===== config.mk =====
export PLATFORM = sky130hd
export DESIGN_NAME = branch_resolve_unit
export DESIGN_NICKNAME = d
export VERILOG_FILES = /design/src/rtl/branch_resolve_unit.sv
export SDC_FILE = /design/constraint.sdc
export NUM_CORES = 2
export LEC_CHECK = 0
export ABC_AREA = 1
export CORE_MARGIN = 8
export CORE_UTILIZATION = 60
export DETAILED_ROUTE_END_ITERATION = 8
export GPL_TIMING_DRIVEN = 0
export PLACE_DENSITY = 0.8
export SLEW_MARGIN = 20
export SYNTH_ARGS = -nofsm -noshare
export SYNTH_HDL_FRONTEND = slang
export SYNTH_SLANG_ARGS = --single-unit
export TNS_END_PERCENT = 10

===== constraint.sdc =====
create_clock -name clk -period 36 [get_ports clk]
set_input_delay 10.8 -clock clk [delete_from_list [all_inputs] [get_ports clk]]
set_output_delay 10.8 -clock clk [all_outputs]
set_load 0.01 [all_outputs]

===== src/rtl/branch_resolve_unit.sv =====
// Resolves issued JAL/JALR/Bxx ops in order from a DEPTH-entry FIFO; redirects on mispredict. Optional BEU_MISALIGN_EXC_EN.
// Latency: op issued in cycle t appears on wb (and redirect) in cycle t+2; one result per cycle.
// Backpressure: result reg holds while !wb_ready_i and the FIFO fills; issue_ready_o drops when full or during a redirect.
module branch_resolve_unit #(
  parameter int XLEN  = 64,
  parameter int SID_W = 4,
  parameter int DEPTH = 4
) (
  input  logic             clk,
  input  logic             rst_n,
  input  logic             flush_i,
  input  logic             issue_valid_i,
  output logic             issue_ready_o,
  input  logic [XLEN-1:0]  issue_pc_i,
  input  logic [31:0]      issue_inst_i,
  input  logic [SID_W-1:0] issue_sid_i,
  input  logic [3:0]       issue_func_i,
  input  logic [XLEN-1:0]  rs1_i,
  input  logic [XLEN-1:0]  rs2_i,
  input  logic             pred_taken_i,
  input  logic [XLEN-1:0]  pred_pc_i,
  output logic             redirect_o,
  output logic [XLEN-1:0]  redirect_pc_o,
  output logic             wb_valid_o,
  input  logic             wb_ready_i,
  output logic [4:0]       wb_rd_o,
  output logic [XLEN-1:0]  wb_value_o,
  output logic [SID_W-1:0] wb_sid_o,
  output logic             exc_o
);

  localparam int AW = $clog2(DEPTH);
  localparam logic [3:0] FUNC_JAL  = 4'b0111;
  localparam logic [3:0] FUNC_JALR = 4'b0101;
  localparam logic [3:0] FUNC_BXX  = 4'b0100;

  typedef struct packed {
    logic [XLEN-1:0]  pc;
    logic [31:0]      inst;
    logic [SID_W-1:0] sid;
    logic [3:0]       func;
    logic [XLEN-1:0]  rs1;
    logic [XLEN-1:0]  rs2;
    logic             pred_taken;
    logic [XLEN-1:0]  pred_pc;
  } entry_t;

  entry_t          fifo_q [DEPTH];
  logic [AW-1:0]   wr_ptr_q, wr_ptr_d, rd_ptr_q, rd_ptr_d;
  logic [AW:0]     cnt_q, cnt_d;

  // Result register R plus the one-cycle redirect / wrong-path kill pulse.
  logic             r_vld_q, r_exc_q, redirect_q, kill_q;
  logic [4:0]       r_rd_q;
  logic [XLEN-1:0]  r_val_q, r_rpc_q;
  logic [SID_W-1:0] r_sid_q;

  logic   full, empty, push, r_load;
  entry_t head;

  assign full          = (cnt_q == (AW+1)'(DEPTH));
  assign empty         = (cnt_q == '0);
  // Issue is refused in the redirect cycle: anything accepted then is wrong-path.
  assign issue_ready_o = rst_n & ~full & ~kill_q;
  assign push          = issue_valid_i & issue_ready_o & ~flush_i;
  assign head          = fifo_q[rd_ptr_q];
  // The head is never promoted in a kill cycle since it is younger than the mispredict.
  assign r_load        = ~empty & (~r_vld_q | wb_ready_i) & ~kill_q & ~flush_i;

  // Resolution of the FIFO head, evaluated as it is promoted into R.
  logic [2:0]      f3;
  logic [XLEN-1:0] imm_i, imm_b, imm_j, pc4, target, actual_next;
  logic            taken, mispredict, exc_cond;
  logic [4:0]      rd;
  logic            unused_bits;

  assign f3    = head.inst[14:12];
  assign imm_i = {{(XLEN-12){head.inst[31]}}, head.inst[31:20]};
  assign imm_b = {{(XLEN-13){head.inst[31]}}, head.inst[31], head.inst[7],
                  head.inst[30:25], head.inst[11:8], 1'b0};
  assign imm_j = {{(XLEN-21){head.inst[31]}}, head.inst[31], head.inst[19:12],
                  head.inst[20], head.inst[30:21], 1'b0};
  assign pc4   = head.pc + XLEN'(4);
  assign unused_bits = ^{head.inst[6:0], head.inst[24:15]};

  // Decode func/funct3 into taken, target and destination register.
  always_comb begin
    taken  = 1'b0;
    target = pc4;
    rd     = 5'd0;
    case (head.func)
      FUNC_JAL: begin
        taken  = 1'b1;
        target = head.pc + imm_j;
        rd     = head.inst[11:7];
      end
      FUNC_JALR: begin
        taken  = 1'b1;
        target = (head.rs1 + imm_i) & ~XLEN'(1);
        rd     = head.inst[11:7];
      end
      FUNC_BXX: begin
        target = head.pc + imm_b;
        case (f3)
          3'b000:  taken = (head.rs1 == head.rs2);
          3'b001:  taken = (head.rs1 != head.rs2);
          3'b100:  taken = ($signed(head.rs1) <  $signed(head.rs2));
          3'b101:  taken = ($signed(head.rs1) >= $signed(head.rs2));
          3'b110:  taken = (head.rs1 <  head.rs2);
          3'b111:  taken = (head.rs1 >= head.rs2);
          default: taken = 1'b0;
        endcase
      end
      default: ;
    endcase
  end

  assign actual_next = taken ? target : pc4;
  assign mispredict  = (taken != head.pred_taken) | (taken & (target != head.pred_pc));

`ifdef BEU_MISALIGN_EXC_EN
  assign exc_cond = taken & (target[1:0] != 2'b00);
`else
  assign exc_cond = 1'b0;
`endif

  // FIFO pointer/count next state; flush or redirect empties it.
  always_comb begin
    wr_ptr_d = wr_ptr_q;
    rd_ptr_d = rd_ptr_q;
    cnt_d    = cnt_q;
    if (flush_i || kill_q) begin
      wr_ptr_d = '0;
      rd_ptr_d = '0;
      cnt_d    = '0;
    end else begin
      if (push)   wr_ptr_d = wr_ptr_q + AW'(1);
      if (r_load) rd_ptr_d = rd_ptr_q + AW'(1);
      cnt_d = cnt_q + (AW+1)'(push) - (AW+1)'(r_load);
    end
  end

  // FIFO pointer/count registers.
  always_ff @(posedge clk) begin
    if (!rst_n) begin
      wr_ptr_q <= '0;
      rd_ptr_q <= '0;
      cnt_q    <= '0;
    end else begin
      wr_ptr_q <= wr_ptr_d;
      rd_ptr_q <= rd_ptr_d;
      cnt_q    <= cnt_d;
    end
  end

  // FIFO storage; contents are don't-care while the count says empty.
  always_ff @(posedge clk) begin
    if (push) begin
      fifo_q[wr_ptr_q] <= '{pc: issue_pc_i, inst: issue_inst_i, sid: issue_sid_i,
                             func: issue_func_i, rs1: rs1_i, rs2: rs2_i,
                             pred_taken: pred_taken_i, pred_pc: pred_pc_i};
    end
  end

  // Result register and redirect pulse; redirect fires only on the load into R.
  always_ff @(posedge clk) begin
    if (!rst_n) begin
      r_vld_q    <= 1'b0;
      r_exc_q    <= 1'b0;
      redirect_q <= 1'b0;
      kill_q     <= 1'b0;
      r_rd_q     <= '0;
      r_val_q    <= '0;
      r_rpc_q    <= '0;
      r_sid_q    <= '0;
    end else if (flush_i) begin
      r_vld_q    <= 1'b0;
      redirect_q <= 1'b0;
      kill_q     <= 1'b0;
    end else begin
      redirect_q <= 1'b0;
      kill_q     <= 1'b0;
      if (r_load) begin
        r_vld_q    <= 1'b1;
        r_exc_q    <= exc_cond;
        r_rd_q     <= exc_cond ? 5'd0 : rd;
        r_val_q    <= pc4;
        r_rpc_q    <= actual_next;
        r_sid_q    <= head.sid;
        redirect_q <= mispredict & ~exc_cond;
        kill_q     <= mispredict | exc_cond;
      end else if (wb_ready_i) begin
        r_vld_q <= 1'b0;
      end
    end
  end

  assign redirect_o    = redirect_q;
  assign redirect_pc_o = redirect_q ? r_rpc_q : '0;
  assign wb_valid_o    = r_vld_q;
  assign wb_rd_o       = r_rd_q;
  assign wb_value_o    = r_val_q;
  assign wb_sid_o      = r_sid_q;
  assign exc_o         = r_vld_q & r_exc_q;

endmodule


==> results.json <==
{
  "hold_buffers": 0,
  "drt_wl_total_mm": 260,
  "worstMarginPinSlew_ns": 1.26,
  "p_leak_uw": 0.0312,
  "final_util_pct": 70.8,
  "finalSetupTns_ns": 0,
  "gp_congestion": 1.10,
  "finalCriticalPeriod_ns": 23.16,
  "finalCritPeriodShare_pct": 64.3,
  "status": "complete, no violations",
  "grt_pass1_wl_mm": 369,
  "fmax_ghz": 0.0432,
  "synth_edf_count": 1160,
  "grt_remaining_overflow": 0,
  "critPathMaxFanout": 9,
  "start_util_pct": 60.1,
  "synth_nets": 7792,
  "ys_seq_area_share_pct": 57.1,
  "fin_nets": 8420,
  "clk-insertion-delay-late_ns": 0.78,
  "grt_pass1_vias": 56912,
  "yosys.area.top_type": "edfxtp_1",
  "synthFlopType": "edfxtp_1",
  "ant_nets": 0,
  "coreArea_um2": 110000,
  "rsz0062_at_grt": "no",
  "async_flop_share_pct": 0,
  "synthCells": 7289,
  "syn-cell-area_um2": 66100,
  "drive_above_1_share_pct": 5.34,
  "htreeDepth": 4,
  "via_per_inst": 6.26,
  "internal_power_uw": 2530,
  "dieArea_um2": 121000,
  "layout_commonest_cell": "nand2_1",
  "synth.top_cell.area_share_pct": 52.7,
  "ir_drop_v": 0.0000532,
  "drc": 0,
  "wl_per_cell_um": 27.3,
  "clk_pin_slew_ns": 0.06,
  "post_cts_buffers": 0,
  "num_rows": 122,
  "dr.pass1.iters": 9,
  "track_usage_pct": 41.4,
  "synth.avg_cell_area_um2": 9.07,
  "antenna_found_initial": 8,
  "finalMaxSlewViolations": 0,
  "cp.required_ns": 25.20,
  "worstPathArrival_ns": 12.36,
  "endpoint_kind": "output pin",
  "cts_made_buffers": 131,
  "fp.dieH_um": 348,
  "synth_cell_types": 54,
  "setup_viol": 0,
  "cap_viol_max_count": 0,
  "vias": 59617,
  "hpwl_mm": 198,
  "sw_frac_of_total_pct": 25.1,
  "layout_common_cells": "nand2_1, edfxtp_1, nor2_1",
  "root_buffer": "clkbuf_16",
  "ctsResizeCount": 0,
  "cts_tree": "yes",
  "clock_sinks": 1308,
  "syn2layout_area_growth_pct": 17.8,
  "hp-class": "reg -> reg",
  "hold_viol": 0,
  "combPwrFrac_pct": 11.0,
  "finalClockSkew_ns": 0.0215,
  "seq_power_share_pct": 49.8,
  "grt_max_degree": 30,
  "switchingPower_uw": 847,
  "p_per_area_nw_per_um2": 43.3,
  "start_kind": "primary input",
  "synthTopCellsByArea": "edfxtp_1, nand2_1, dfxtp_1",
  "clkPwrFrac_pct": 39.2,
  "crit_type": "in -> out",
  "ys_warn_count": 0,
  "layout_setup_ws_ns": 12.84,
  "ys_ff_latch": 1308,
  "drt_iter0_markers": 8916,
  "clk_path_buf_depth": 3,
  "relSlewSlack_pct": 15.9,
  "dp_slack_ns": 12.86,
  "portBuffers": 433,
  "holdWs_ns": 0.469,
  "io_pins": 443,
  "die_w_um": 348
}
==> power by group through the flow <==
stage          combinational [µW]  sequential (µW)  clock [µW]
2_1_floorplan                 186             1720           0
3_3_place_gp                  341             1720           0
3_5_place_dp                  354             1710           0
4_1_cts                       358             1680        1310
5_1_grt                       395             1680        1370
6_report                      372             1680        1320
==> per-stage QoR <==
stage | power, µW | std cells | cell area, µm²
finish | 3370 | 9517 | 77900
global placement | 2060 | 9210 | 72300
detailed placement | 2070 | 9272 | 73800
CTS | 3350 | 9506 | 77900
floorplan | 1900 | 7289 | 66100
global route | 3450 | 9508 | 77900
==> worst max-delay path, cell delays in order <==
cell and delay, ns:
clkbuf_1 0.38, inv_2 0.26, a211oi_1 0.29, clkdlybuf4s50_1 0.62
==> cells in the mapped netlist, types with 4 or more instances <==
master,count
a211oi_1,4
a21boi_0,5
a21o_1,13
a21oi_1,454
a31oi_1,15
a32o_1,71
a32oi_1,49
buf_1,23
buf_2,86
buf_4,21
buf_6,12
clkbuf_1,138
dfxtp_1,148
edfxtp_1,1160
ha_1,198
inv_1,693
inv_2,16
nand2_1,2149
nand2_2,4
nand3_1,485
nand3b_1,48
nand4_1,65
nor2_1,700
nor2_2,12
nor3_1,48
nor4_1,5
o211ai_1,40
o21a_1,8
o21ai_0,398
o21ai_1,7
o21bai_1,28
o22ai_1,100
or2_2,24
xnor2_1,6
xor2_1,29
==> logic make-up after synthesis <==
| logic type | share of synthesized area [%] |
|---|---|
| AOI/OAI and AO/OA | 10.5 |
| xor gates and xnor gates | 0.488 |
| adders and majority gates | 3.84 |
| buffers and inverters | 6.04 |
| DFF | 57.1 |
| other | 0.00567 |
| and+or+nand+nor | 22.0 |
==> registers in the layout, indices dropped and copies added, names as in the netlist, named ones only <==
register,cells
wb_sid_o,4
rd_ptr_q,2
cnt_q,3
kill_q,1
wb_value_o,64
wr_ptr_q,2
fifo_q,1160
wb_valid_o,1
wb_rd_o,5
r_rpc_q,64
==> area by class of cell <==
class	instances	area [µm²]
antenna	11	27.5
buffer	280	1330
clock buffer	173	3580
clock inverter	61	484
fill	7700	32200
inverter	710	2670
multi-input combinational	4991	24400
sequential	1308	37800
tap	1488	1860
timing repair buffer	495	5760
==> routing by layer <==
metal	GRT usage (%)	wire length, µm
met1	51.1	91200
met2	65.0	117000
met5	0	29
met3	9.35	30400
met4	28.6	21600
==> worst paths after layout <==
| kind | startpoint | to | slack, ns | cells past startpoint |
|---|---|---|---|---|
| worst max-delay path | rst_n | issue_ready_o | 12.84 | 4 |
| worst min-delay path | r_rpc_q[20] | r_rpc_q[20] | 0.47 | 2 |
| worst max register to register | flip-flop | r_rpc_q[15] | 27.31 | 31 |
| worst min register to register | r_rpc_q[20] | r_rpc_q[20] | 0.47 | 2 |
(Power assumes the default switching activity.)
